`src/rtl/cnn_layer_sequencer_if.sv`:
```
// Handshake bundle between the inference sequencer and its layer blocks.
// With SEQ_PERF_CNT_EN defined the bundle also carries the perf-counter signals.
interface cnn_layer_sequencer_if #(
   parameter int unsigned NUM_STAGES = 5
);
   localparam int unsigned SW = (NUM_STAGES > 1) ? $clog2(NUM_STAGES) : 1;

   logic                  start;
   logic                  abort;
   logic [NUM_STAGES-1:0] stage_start;
   logic [NUM_STAGES-1:0] stage_done;
   logic                  busy;
   logic                  done;
   logic                  error;
   logic [SW-1:0]         err_stage;
   logic [SW-1:0]         cur_stage;
`ifdef SEQ_PERF_CNT_EN
   logic [31:0]           perf_cycles;
   logic [SW-1:0]         perf_stage_sel;
   logic [31:0]           perf_stage_cycles;
`endif

   // Sequencer side
   modport master (
      input  start, abort, stage_done,
`ifdef SEQ_PERF_CNT_EN
      input  perf_stage_sel,
      output perf_cycles, perf_stage_cycles,
`endif
      output stage_start, busy, done, error, err_stage, cur_stage
   );

   // Host / layer-block side
   modport slave (
      output start, abort, stage_done,
`ifdef SEQ_PERF_CNT_EN
      output perf_stage_sel,
      input  perf_cycles, perf_stage_cycles,
`endif
      input  stage_start, busy, done, error, err_stage, cur_stage
   );
endinterface

```
`src/rtl/cnn_layer_sequencer.sv`:
```
// CNN inference sequencer: launches layer blocks 0..NUM_STAGES-1 in order,
// waits for each done with a per-stage watchdog, and reports done or error.
// Optional macro SEQ_PERF_CNT_EN adds run/per-stage cycle counters.
module cnn_layer_sequencer #(
   parameter int unsigned          NUM_STAGES = 5,
   parameter int unsigned          TIMEOUT_W  = 20,
   parameter logic [TIMEOUT_W-1:0] TIMEOUT    = 20'd1000000
) (
   input logic                   clk,
   input logic                   reset,
   cnn_layer_sequencer_if.master bus
);
   localparam int unsigned          SW        = (NUM_STAGES > 1) ? $clog2(NUM_STAGES) : 1;
   localparam logic [SW-1:0]        LAST_IDX  = SW'(NUM_STAGES - 1);
   localparam logic [TIMEOUT_W-1:0] WDOG_LAST = TIMEOUT - TIMEOUT_W'(1);

   typedef enum logic [2:0] {
      S_IDLE,
      S_LAUNCH,
      S_WAIT,
      S_FINISH,
      S_ERROR
   } state_t;

   state_t               state_q, state_d;
   logic [SW-1:0]        idx_q, idx_d;
   logic [TIMEOUT_W-1:0] wdog_q, wdog_d;
   logic [SW-1:0]        err_stage_q, err_stage_d;

   logic done_sel;
   assign done_sel = bus.stage_done[idx_q];

`ifdef SEQ_PERF_CNT_EN
   logic        accept;
   logic [31:0] perf_cycles_q, perf_cycles_d;
   logic [31:0] stage_cyc_q [NUM_STAGES];
   logic [31:0] stage_cyc_d [NUM_STAGES];

   assign accept = (state_q == S_IDLE) && bus.start && !bus.abort;
`endif

   // State and datapath registers, asynchronously cleared
   always_ff @(posedge clk or posedge reset) begin
      if (reset) begin
         state_q     <= S_IDLE;
         idx_q       <= '0;
         wdog_q      <= '0;
         err_stage_q <= '0;
`ifdef SEQ_PERF_CNT_EN
         perf_cycles_q <= '0;
         stage_cyc_q   <= '{default: '0};
`endif
      end else begin
         state_q     <= state_d;
         idx_q       <= idx_d;
         wdog_q      <= wdog_d;
         err_stage_q <= err_stage_d;
`ifdef SEQ_PERF_CNT_EN
         perf_cycles_q <= perf_cycles_d;
         stage_cyc_q   <= stage_cyc_d;
`endif
      end
   end

   // Next-state logic; abort outranks stage done and watchdog expiry
   always_comb begin
      state_d     = state_q;
      idx_d       = idx_q;
      wdog_d      = wdog_q;
      err_stage_d = err_stage_q;
      unique case (state_q)
         S_IDLE: begin
            if (bus.start && !bus.abort) state_d = S_LAUNCH;
         end
         S_LAUNCH: begin
            wdog_d  = '0;
            state_d = bus.abort ? S_IDLE : S_WAIT;
         end
         S_WAIT: begin
            if (bus.abort) begin
               state_d = S_IDLE;
            end else if (done_sel) begin
               if (idx_q == LAST_IDX) begin
                  state_d = S_FINISH;
               end else begin
                  idx_d   = idx_q + SW'(1);
                  state_d = S_LAUNCH;
               end
            end else if (wdog_q == WDOG_LAST) begin
               state_d     = S_ERROR;
               err_stage_d = idx_q;
            end else begin
               wdog_d = wdog_q + TIMEOUT_W'(1);
            end
         end
         S_FINISH: begin
            state_d = S_IDLE;
         end
         S_ERROR: begin
            if (bus.abort) state_d = S_IDLE;
         end
         default: begin
            state_d = S_IDLE;
         end
      endcase
      // idx is parked at 0 whenever the sequencer is (or becomes) idle
      if (state_d == S_IDLE) idx_d = '0;
   end

   // Outputs decoded purely from registered state
   always_comb begin
      bus.stage_start = '0;
      if (state_q == S_LAUNCH) bus.stage_start = NUM_STAGES'(1) << idx_q;
      bus.busy      = (state_q != S_IDLE);
      bus.done      = (state_q == S_FINISH);
      bus.error     = (state_q == S_ERROR);
      bus.err_stage = err_stage_q;
      bus.cur_stage = idx_q;
   end

`ifdef SEQ_PERF_CNT_EN
   // Run and per-stage WAIT cycle counters, cleared when a start is accepted
   always_comb begin
      perf_cycles_d = perf_cycles_q;
      stage_cyc_d   = stage_cyc_q;
      if (accept) begin
         perf_cycles_d = '0;
         stage_cyc_d   = '{default: '0};
      end else if (state_q != S_IDLE) begin
         perf_cycles_d = perf_cycles_q + 32'd1;
         if (state_q == S_WAIT) stage_cyc_d[idx_q] = stage_cyc_q[idx_q] + 32'd1;
      end
   end

   // Counter read-out; out-of-range selects return zero
   always_comb begin
      bus.perf_cycles       = perf_cycles_q;
      bus.perf_stage_cycles = '0;
      if (32'(bus.perf_stage_sel) < NUM_STAGES) bus.perf_stage_cycles = stage_cyc_q[bus.perf_stage_sel];
   end
`endif
endmodule

```
`src/flat_wrapper.sv`:
```
// flat-port wrapper written by rule: the top's interface ports become plain ports
module cnn_layer_sequencer_flat 
#(
   parameter int unsigned          NUM_STAGES = 5,
   parameter int unsigned          TIMEOUT_W  = 20,
   parameter logic [TIMEOUT_W-1:0] TIMEOUT    = 20'd1000000
)
  (clk, reset, bus_start, bus_abort, bus_stage_done, bus_stage_start, bus_busy, bus_done, bus_error, bus_err_stage, bus_cur_stage);
  cnn_layer_sequencer_if #(.NUM_STAGES(NUM_STAGES)) bus_i ();
  input logic clk;
  input logic reset;
  input wire logic [$bits(bus_i.start)-1:0] bus_start;
  input wire logic [$bits(bus_i.abort)-1:0] bus_abort;
  input wire logic [$bits(bus_i.stage_done)-1:0] bus_stage_done;
  output wire logic [$bits(bus_i.stage_start)-1:0] bus_stage_start;
  output wire logic [$bits(bus_i.busy)-1:0] bus_busy;
  output wire logic [$bits(bus_i.done)-1:0] bus_done;
  output wire logic [$bits(bus_i.error)-1:0] bus_error;
  output wire logic [$bits(bus_i.err_stage)-1:0] bus_err_stage;
  output wire logic [$bits(bus_i.cur_stage)-1:0] bus_cur_stage;
  assign bus_i.start = bus_start;
  assign bus_i.abort = bus_abort;
  assign bus_i.stage_done = bus_stage_done;
  assign bus_stage_start = bus_i.stage_start;
  assign bus_busy = bus_i.busy;
  assign bus_done = bus_i.done;
  assign bus_error = bus_i.error;
  assign bus_err_stage = bus_i.err_stage;
  assign bus_cur_stage = bus_i.cur_stage;
  cnn_layer_sequencer #(.NUM_STAGES(NUM_STAGES), .TIMEOUT_W(TIMEOUT_W), .TIMEOUT(TIMEOUT)) u_core (.clk(clk), .reset(reset), .bus(bus_i));
endmodule
```
`config.mk`:
```
export PLATFORM = sky130hd
export DESIGN_NAME = cnn_layer_sequencer_flat
export DESIGN_NICKNAME = d
export VERILOG_FILES = /design/src/rtl/cnn_layer_sequencer_if.sv /design/src/rtl/cnn_layer_sequencer.sv /design/src/flat_wrapper.sv
export SDC_FILE = /design/constraint.sdc
export NUM_CORES = 1
export LEC_CHECK = 0
export ABC_AREA = 1
export CORE_ASPECT_RATIO = 1.25
export CORE_MARGIN = 1.5
export CORE_UTILIZATION = 46
export DETAILED_ROUTE_END_ITERATION = 6
export PLACE_DENSITY = 0.69
export SLEW_MARGIN = 40
export SYNTH_ARGS = -nofsm -noshare
export SYNTH_HDL_FRONTEND = slang
export SYNTH_SLANG_ARGS = --single-unit
```
`constraint.sdc`:
```
create_clock -name clk -period 3.6 [get_ports clk]
set_clock_uncertainty 0.05 [all_clocks]
set_input_delay 0.72 -clock clk [delete_from_list [all_inputs] [get_ports clk]]
set_output_delay 0.72 -clock clk [all_outputs]
set_load 0.05 [all_outputs]
```
==> results of run 1 <==
-- worst max path at each step --
stage                                         from            endpoint  depth (start not counted)
6_report       u_core.bus.cur_stage[0]$_DFFE_PP0P_  bus_stage_start[4]                          5
5_1_grt        u_core.bus.cur_stage[0]$_DFFE_PP0P_  bus_stage_start[0]                          5
4_1_cts        u_core.bus.cur_stage[0]$_DFFE_PP0P_  bus_stage_start[0]                          5
3_5_place_dp   u_core.bus.cur_stage[0]$_DFFE_PP0P_  bus_stage_start[0]                          5
3_3_place_gp   u_core.bus.cur_stage[0]$_DFFE_PP0P_  bus_stage_start[4]                          5
2_1_floorplan  u_core.bus.cur_stage[0]$_DFFE_PP0P_  bus_stage_start[3]                          4
-- synth_stat cells --
library cell | number | area share, %
nor2_1 | 41 | 7.6
buf_4 | 2 | 0.75
nor2_4 | 2 | 1.1
inv_1 | 32 | 6.0
nor4_1 | 1 | 0.31
xor2_1 | 11 | 4.8
buf_2 | 1 | 0.25
nor3_2 | 3 | 1.5
buf_6 | 1 | 0.56
a21oi_1 | 3 | 0.75
clkbuf_1 | 1 | 0.19
dfrtp_1 | 29 | 36
nand2_1 | 86 | 16
o21ai_1 | 11 | 2.7
nand3_1 | 26 | 6.5
o21ai_0 | 2 | 0.50
nor3b_2 | 1 | 0.62
inv_4 | 1 | 0.31
nand4_1 | 2 | 0.62
nor3_1 | 9 | 2.2
a21boi_2 | 1 | 0.56
nor2_2 | 1 | 0.31
clkinv_1 | 1 | 0.19
nand3_2 | 3 | 1.5
inv_2 | 7 | 1.3
ha_1 | 6 | 3.7
nand2_4 | 1 | 0.56
xnor2_1 | 5 | 2.2
nand3b_1 | 1 | 0.37
-- routing by layer --
metal	routed length, um	vias to the layer above	track usage (%)
met3	107	4	3.959
met2	2207	25	36.09
met1	1914	807	22.43
li1	-	957	-
met4	36	0	6.444
met5	0	-	0
-- layout make-up --
type | count | area share, %
Clock inverter | 1 | 0.2104
Timing Repair Buffer | 23 | 9.574
Sequential cell | 29 | 30.51
Clock buffer | 7 | 4.051
Inverter | 41 | 6.575
Multi-Input combinational cell | 216 | 46.13
Tap cell | 56 | 2.946
-- report_power, final --
| group | internal, mW | switching [mW] |
|---|---|---|
| sequential | 0.330 | 0.00533 |
| clock | 0.172 | 0.123 |
| combinational | 0.0263 | 0.0653 |
-- state kept, by name, summed over array words and instances, names as in the netlist --
| register | cells |
|---|---|
| u_core.state_q | 3 |
| u_core.bus.cur_stage | 3 |
| u_core.wdog_q | 20 |
| u_core.bus.err_stage | 3 |
-- cell families after synthesis --
| logic type | count (synthesis) |
|---|---|
| XOR/XNOR | 16 |
| AND/OR/NAND/NOR | 177 |
| flip-flops | 29 |
| buffers and inverters | 46 |
| adder cells (fa/ha/maj) | 6 |
| AO/OA/AOI/OAI | 17 |
-- worst reg2reg max path, stage by stage (launching register included) --
cell     delay (ps)
dfrtp_1         410
inv_1           100
nand3_2         300
nor2_4          240
inv_2            60
nand2_1          70
nand3_2          90
nand2_4         240
inv_4           160
nand2_1          90
nand2_1          50
==> impl_metrics.py, run 1 <==
metrics = {
    "die": {
        "core_um2": 4131,
        "start_util_pct": 48.76,
        "die-area_um2": 4788,
        "io_pins": 23,
        "num_rows": 26,
        "die_y_um": 76.99,
        "die_x_um": 62.19,
    },
    "route": {
        "vias_per_cell": 4.807,
        "dr.pass1.iters": 4,
        "wl_per_cell_um": 11.43,
        "drc": 0,
        "vias": 1793,
        "drtIter0Drc": 59,
        "postRouteAntennaNets": 0,
        "routed_wl_mm": 4.265,
    },
    "layout": {
        "multi_input_area_um2": 1097,
        "final_cell_mix": "nand2_1 (86), nor2_1 (41), inv_1 (32)",
        "finalCoreUtilization_pct": 57.57,
        "final_cells": 373,
        "area_growth_pct": 18.07,
        "fillers": 393,
        "layout_commonest_cell": "nand2_1",
        "antenna_cells": 0,
        "register_area_um2": 725.7,
        "final_net_count": 331,
        "drive_gt1_share_pct": 9.148,
        "finalInstanceArea_um2": 2379,
    },
    "clock_tree": {
        "insertion_delay_ps": 280,
        "holdBufCountCts": 0,
        "cts-root-buf": "clkbuf_8",
        "max-clock-path-buffers": 2,
        "cts_setup_buffers": 0,
        "cts_buffers": 5,
        "cts_num_sinks": 29,
        "tritoncts": "done",
        "ctsResizeCount": 0,
        "cts_max_level": 2,
        "path_clk_slew_ps": 60,
    },
    "timing": {
        "setup_tns_ps": 0,
        "setup_viol": 0,
        "worst_slack_ps": 812.3,
        "rsz0062_at_grt": "no",
        "fin_crit_ps": 2788,
        "hold_ws_ps": 473.5,
        "slew_violations": 0,
        "relSlewSlack_pct": 66.68,
        "finalHoldViolCount": 0,
        "worst_slew_pin_slew_ps": 498.3,
        "clock.fmax_mhz": 358.7,
        "post-route-period-util_pct": 77.44,
    },
    "critical_path": {
        "crit_type": "flip-flop to output port",
        "worstPathMaxFanout": 7,
        "slowest_delay_ps": 800,
        "required_ps": 2830,
        "worstReg2RegStart": "u_core.state_q[2]$_DFF_PP0_",
        "slowest_stage": "clkdlybuf4s50_1",
        "r2r-end": "u_core.wdog_q[5]$_DFFE_PP0P_",
        "startpoint_type": "flip-flop",
        "cp_top_family": "buffers and inverters",
        "crit_buf_inv": 2,
        "end_kind": "output port",
        "reg2reg_depth": 10,
        "critical_path.cell_chain": "inv_2 > ha_1 > nand2_1 > nor2_1 > clkdlybuf4s50_1",
        "reg2reg_slack_ps": 1640,
        "critPathArrivalTime_ps": 2020,
    },
    "yosys": {
        "yosys_warnings": 0,
        "synthCells": 291,
        "syn_avg_cell_area_um2": 6.922,
        "synth_cell_types": 29,
        "synthAdderAreaFrac_pct": 3.727,
        "syn_area_um2": 2014,
        "ys_ff_latch": 29,
        "synth_mux_area_share_pct": 0,
        "synth-compound-area-share_pct": 4.534,
        "syn-num-nets": 306,
        "synth_top_family_by_area": "simple AND/OR/NAND/NOR gates",
        "seq_area_frac_synth_pct": 36.02,
        "synth-simple-area-share_pct": 39.25,
        "synth-xor-area-share_pct": 6.957,
    },
    "global_route": {
        "grt_usage_pct": 19.56,
        "grt_pass1_wl_mm": 7.596,
        "antenna_found_initial": 0,
        "grt_max_degree": 30,
        "globalRouteOverflowTotal": 0,
        "grt_pass1_vias": 1744,
    },
    "power": {
        "power_leakage_nw": 1.080,
        "power_uw": 722.1,
        "powerDensity_nw_per_um2": 303.6,
        "peakVddDrop_mv": 0.2232,
    },
    "placed_design": {
        "pre_cts_ws_ps": 1110,
        "dp.cells": 365,
        "place_area_um2": 2277,
        "gp_congestion": 0.8153,
        "port_buffers": 22,
        "dp_hpwl_mm": 3.190,
    },
    "min_path": {
        "whs_path_depth": 2,
        "min_to": "u_core.bus.err_stage[2]$_DFFE_PP0P_",
        "min-delay-start": "u_core.bus.err_stage[2]$_DFFE_PP0P_",
        "hp-class": "flip-flop to flip-flop",
    },
    "run": {
        "drv_cap": 0,
    },
    "outcome": {
        "outcome": "completed",
    },
}
No activity file was read; power rests on OpenSTA's default activity.
==> run 2: changes to the inputs <==
==> constraint.sdc (replaced) <==
create_clock -name clk -period 2.9 [get_ports clk]
set_clock_uncertainty 0.05 [all_clocks]
set_input_delay 0.58 -clock clk [delete_from_list [all_inputs] [get_ports clk]]
set_output_delay 0.58 -clock clk [all_outputs]
set_load 0.05 [all_outputs]
==> run 2 against run 1 <==
  * Non-clock buffer count did not move
  * Global-route usage rose by 0.49 points
  * Cell area fell by 0.63%
  * Via count rose by 0.61%
  * Cell count fell by 0.27%
  * Worst hold slack got worse by 0.59 ps
  * Routed wire length rose by 1.8%
  * Clock power rose by 12%
  * Sequential share of layout area rose by 0.19 points
  * Highest routed layer unchanged
==> impl_metrics.py, run 2 (synthesis results as in run 1) <==
metrics = {
    "die": {
        "die_y_um": 76.99,
        "io_pins": 23,
        "num_rows": 26,
        "die-area_um2": 4788,
        "start_util_pct": 48.76,
        "die_x_um": 62.19,
        "core_um2": 4131,
    },
    "layout": {
        "top_register": "u_core.wdog_q",
        "area_growth_pct": 17.33,
        "antenna_cells": 0,
        "final_net_count": 331,
        "register_area_um2": 725.7,
        "drive_gt1_share_pct": 8.544,
        "finalInstanceArea_um2": 2364,
        "multi_input_area_um2": 1097,
        "layout_commonest_cell": "nand2_1",
        "final_cell_mix": "nand2_1 (86), nor2_1 (41), inv_1 (32)",
        "fillers": 403,
        "largest_reg_flops": 20,
    },
    "timing": {
        "finalHoldViolCount": 0,
        "setup_tns_ps": 0,
        "setup_viol": 0,
        "fin_crit_ps": 2641,
        "worst_slew_pin_slew_ps": 507.3,
        "slew_violations": 0,
        "rsz0062_at_grt": "no",
        "relSlewSlack_pct": 66.08,
        "clock.fmax_mhz": 378.7,
        "post-route-period-util_pct": 91.06,
    },
    "critical_path": {
        "critical_path.cell_chain": "inv_2 > ha_1 > nand2_1 > nor2_1 > clkdlybuf4s50_1",
        "startpoint_type": "flip-flop",
        "crit_type": "flip-flop to output port",
        "required_ps": 2270,
        "slowest_stage": "clkdlybuf4s50_1",
        "end_kind": "output port",
        "slowest_delay_ps": 800,
        "worstPathMaxFanout": 7,
        "critPathArrivalTime_ps": 2010,
    },
    "clock_tree": {
        "insertion_delay_ps": 280,
        "max-clock-path-buffers": 2,
        "cts-root-buf": "clkbuf_8",
        "cts_max_level": 2,
        "ctsResizeCount": 0,
        "cts_num_sinks": 29,
        "holdBufCountCts": 0,
        "cts_buffers": 5,
        "path_clk_slew_ps": 50,
        "tritoncts": "done",
        "cts_setup_buffers": 0,
    },
    "power": {
        "pwr-share-comb_pct": 13.2,
        "p_sw_uw": 230.5,
        "internal_power_uw": 629.7,
        "seqPwrFrac_pct": 48.3,
        "swShare_pct": 26.80,
        "powerDensity_nw_per_um2": 363.9,
        "peakVddDrop_mv": 0.2265,
        "power_frac_clock_pct": 38.4,
        "power_leakage_nw": 1.070,
    },
    "global_route": {
        "antenna_found_initial": 0,
        "grt_pass1_vias": 1771,
        "globalRouteOverflowTotal": 0,
        "grt_pass1_wl_mm": 7.776,
        "grt_usage_pct": 20.05,
        "grt_max_degree": 30,
    },
    "route": {
        "drc": 0,
        "postRouteAntennaNets": 0,
        "vias_per_cell": 4.849,
        "drtIter0Drc": 72,
        "wl_per_cell_um": 11.67,
        "routed_wl_mm": 4.342,
        "dr.pass1.iters": 4,
        "vias": 1804,
    },
    "placed_design": {
        "place_area_um2": 2277,
        "dp_hpwl_mm": 3.230,
        "port_buffers": 22,
        "gp_congestion": 0.8471,
    },
    "outcome": {
        "outcome": "completed",
    },
    "run": {
        "drv_cap": 0,
    },
    "min_path": {
        "hp-class": "flip-flop to flip-flop",
    },
}
## run 2: cell type report
cell class | instances | share of cell area [%]
sequential | 29 | 30.70
clock buffer | 7 | 3.653
multi-input combinational | 216 | 46.43
tap | 56 | 2.965
timing repair buffer | 23 | 9.635
inverter | 41 | 6.617
## run 2: final timing paths
kind	start	end	slack, ps	cells after the start
max	u_core.bus.cur_stage[0]$_DFFE_PP0P_	bus_stage_start[4]	260	5
min	u_core.bus.err_stage[2]$_DFFE_PP0P_	u_core.bus.err_stage[2]$_DFFE_PP0P_	470	2
max reg2reg	u_core.state_q[2]$_DFF_PP0_	u_core.wdog_q[19]$_DFFE_PP0P_	930	10
min reg2reg	u_core.bus.err_stage[2]$_DFFE_PP0P_	u_core.bus.err_stage[2]$_DFFE_PP0P_	470	2
max in group asynchronous	reset	u_core.wdog_q[2]$_DFFE_PP0P_	1920	3
min in group asynchronous	reset	u_core.wdog_q[13]$_DFFE_PP0P_	620	3
## run 2: stage by stage
stage                     hold slack [ps]  util, %  power, mW  setup WS, ps  std cells
final                               472.9    57.21     0.8602         259.3        372
after global routing                517.3    57.21     0.9006         153.8        372
after CTS                           484.1    57.21     0.8767         237.3        372
after detailed placement            471.9    55.12     0.5385         550.8        365
after global placement              464.7    55.12     0.5370         571.8        365
after floorplan                     450.4        -     0.5089         526.7        291
## run 2: critical path: cells and delay by family, from the launching register on
family	cells	cell delay, ps
flops	1	430
fa+ha+maj	1	180
buf+inv	2	940
simple gates	2	170
## run 2: metal layers
layer	GRT usage, %	up-vias	routed length (um)
met5	0	-	0
met1	22.41	821	1884
li1	-	951	-
met4	7.333	0	66
met2	37.83	26	2271
met3	3.372	6	120
## run 2: power by group through the flow
| stage | sequential, mW | clock [mW] | combinational (mW) |
|---|---|---|---|
| after floorplan | 0.423 | 0 | 0.0863 |
| after detailed placement | 0.423 | 0 | 0.115 |
| after CTS | 0.416 | 0.345 | 0.116 |
| after global routing | 0.417 | 0.357 | 0.126 |
| after global placement | 0.423 | 0 | 0.114 |
| final | 0.416 | 0.331 | 0.114 |
==> run 3: changes to the inputs <==
==> constraint.sdc (replaced) <==
create_clock -name clk -period 3.23 [get_ports clk]
set_clock_uncertainty 0.05 [all_clocks]
set_input_delay 0.646 -clock clk [delete_from_list [all_inputs] [get_ports clk]]
set_output_delay 0.646 -clock clk [all_outputs]
set_load 0.05 [all_outputs]
==> results of run 3 <==
Same layout as run 2 (identical final DEF). Status: completed.
Main changes from that run: setup slack after placement 550.8 ps -> 814.8 ps; setup slack after layout 259.3 ps -> 523.3 ps; register-to-register setup slack 930 ps -> 1260 ps; total power 0.8602 mW -> 0.7723 mW; worst IR drop on VDD 0.2265 mV -> 0.2034 mV
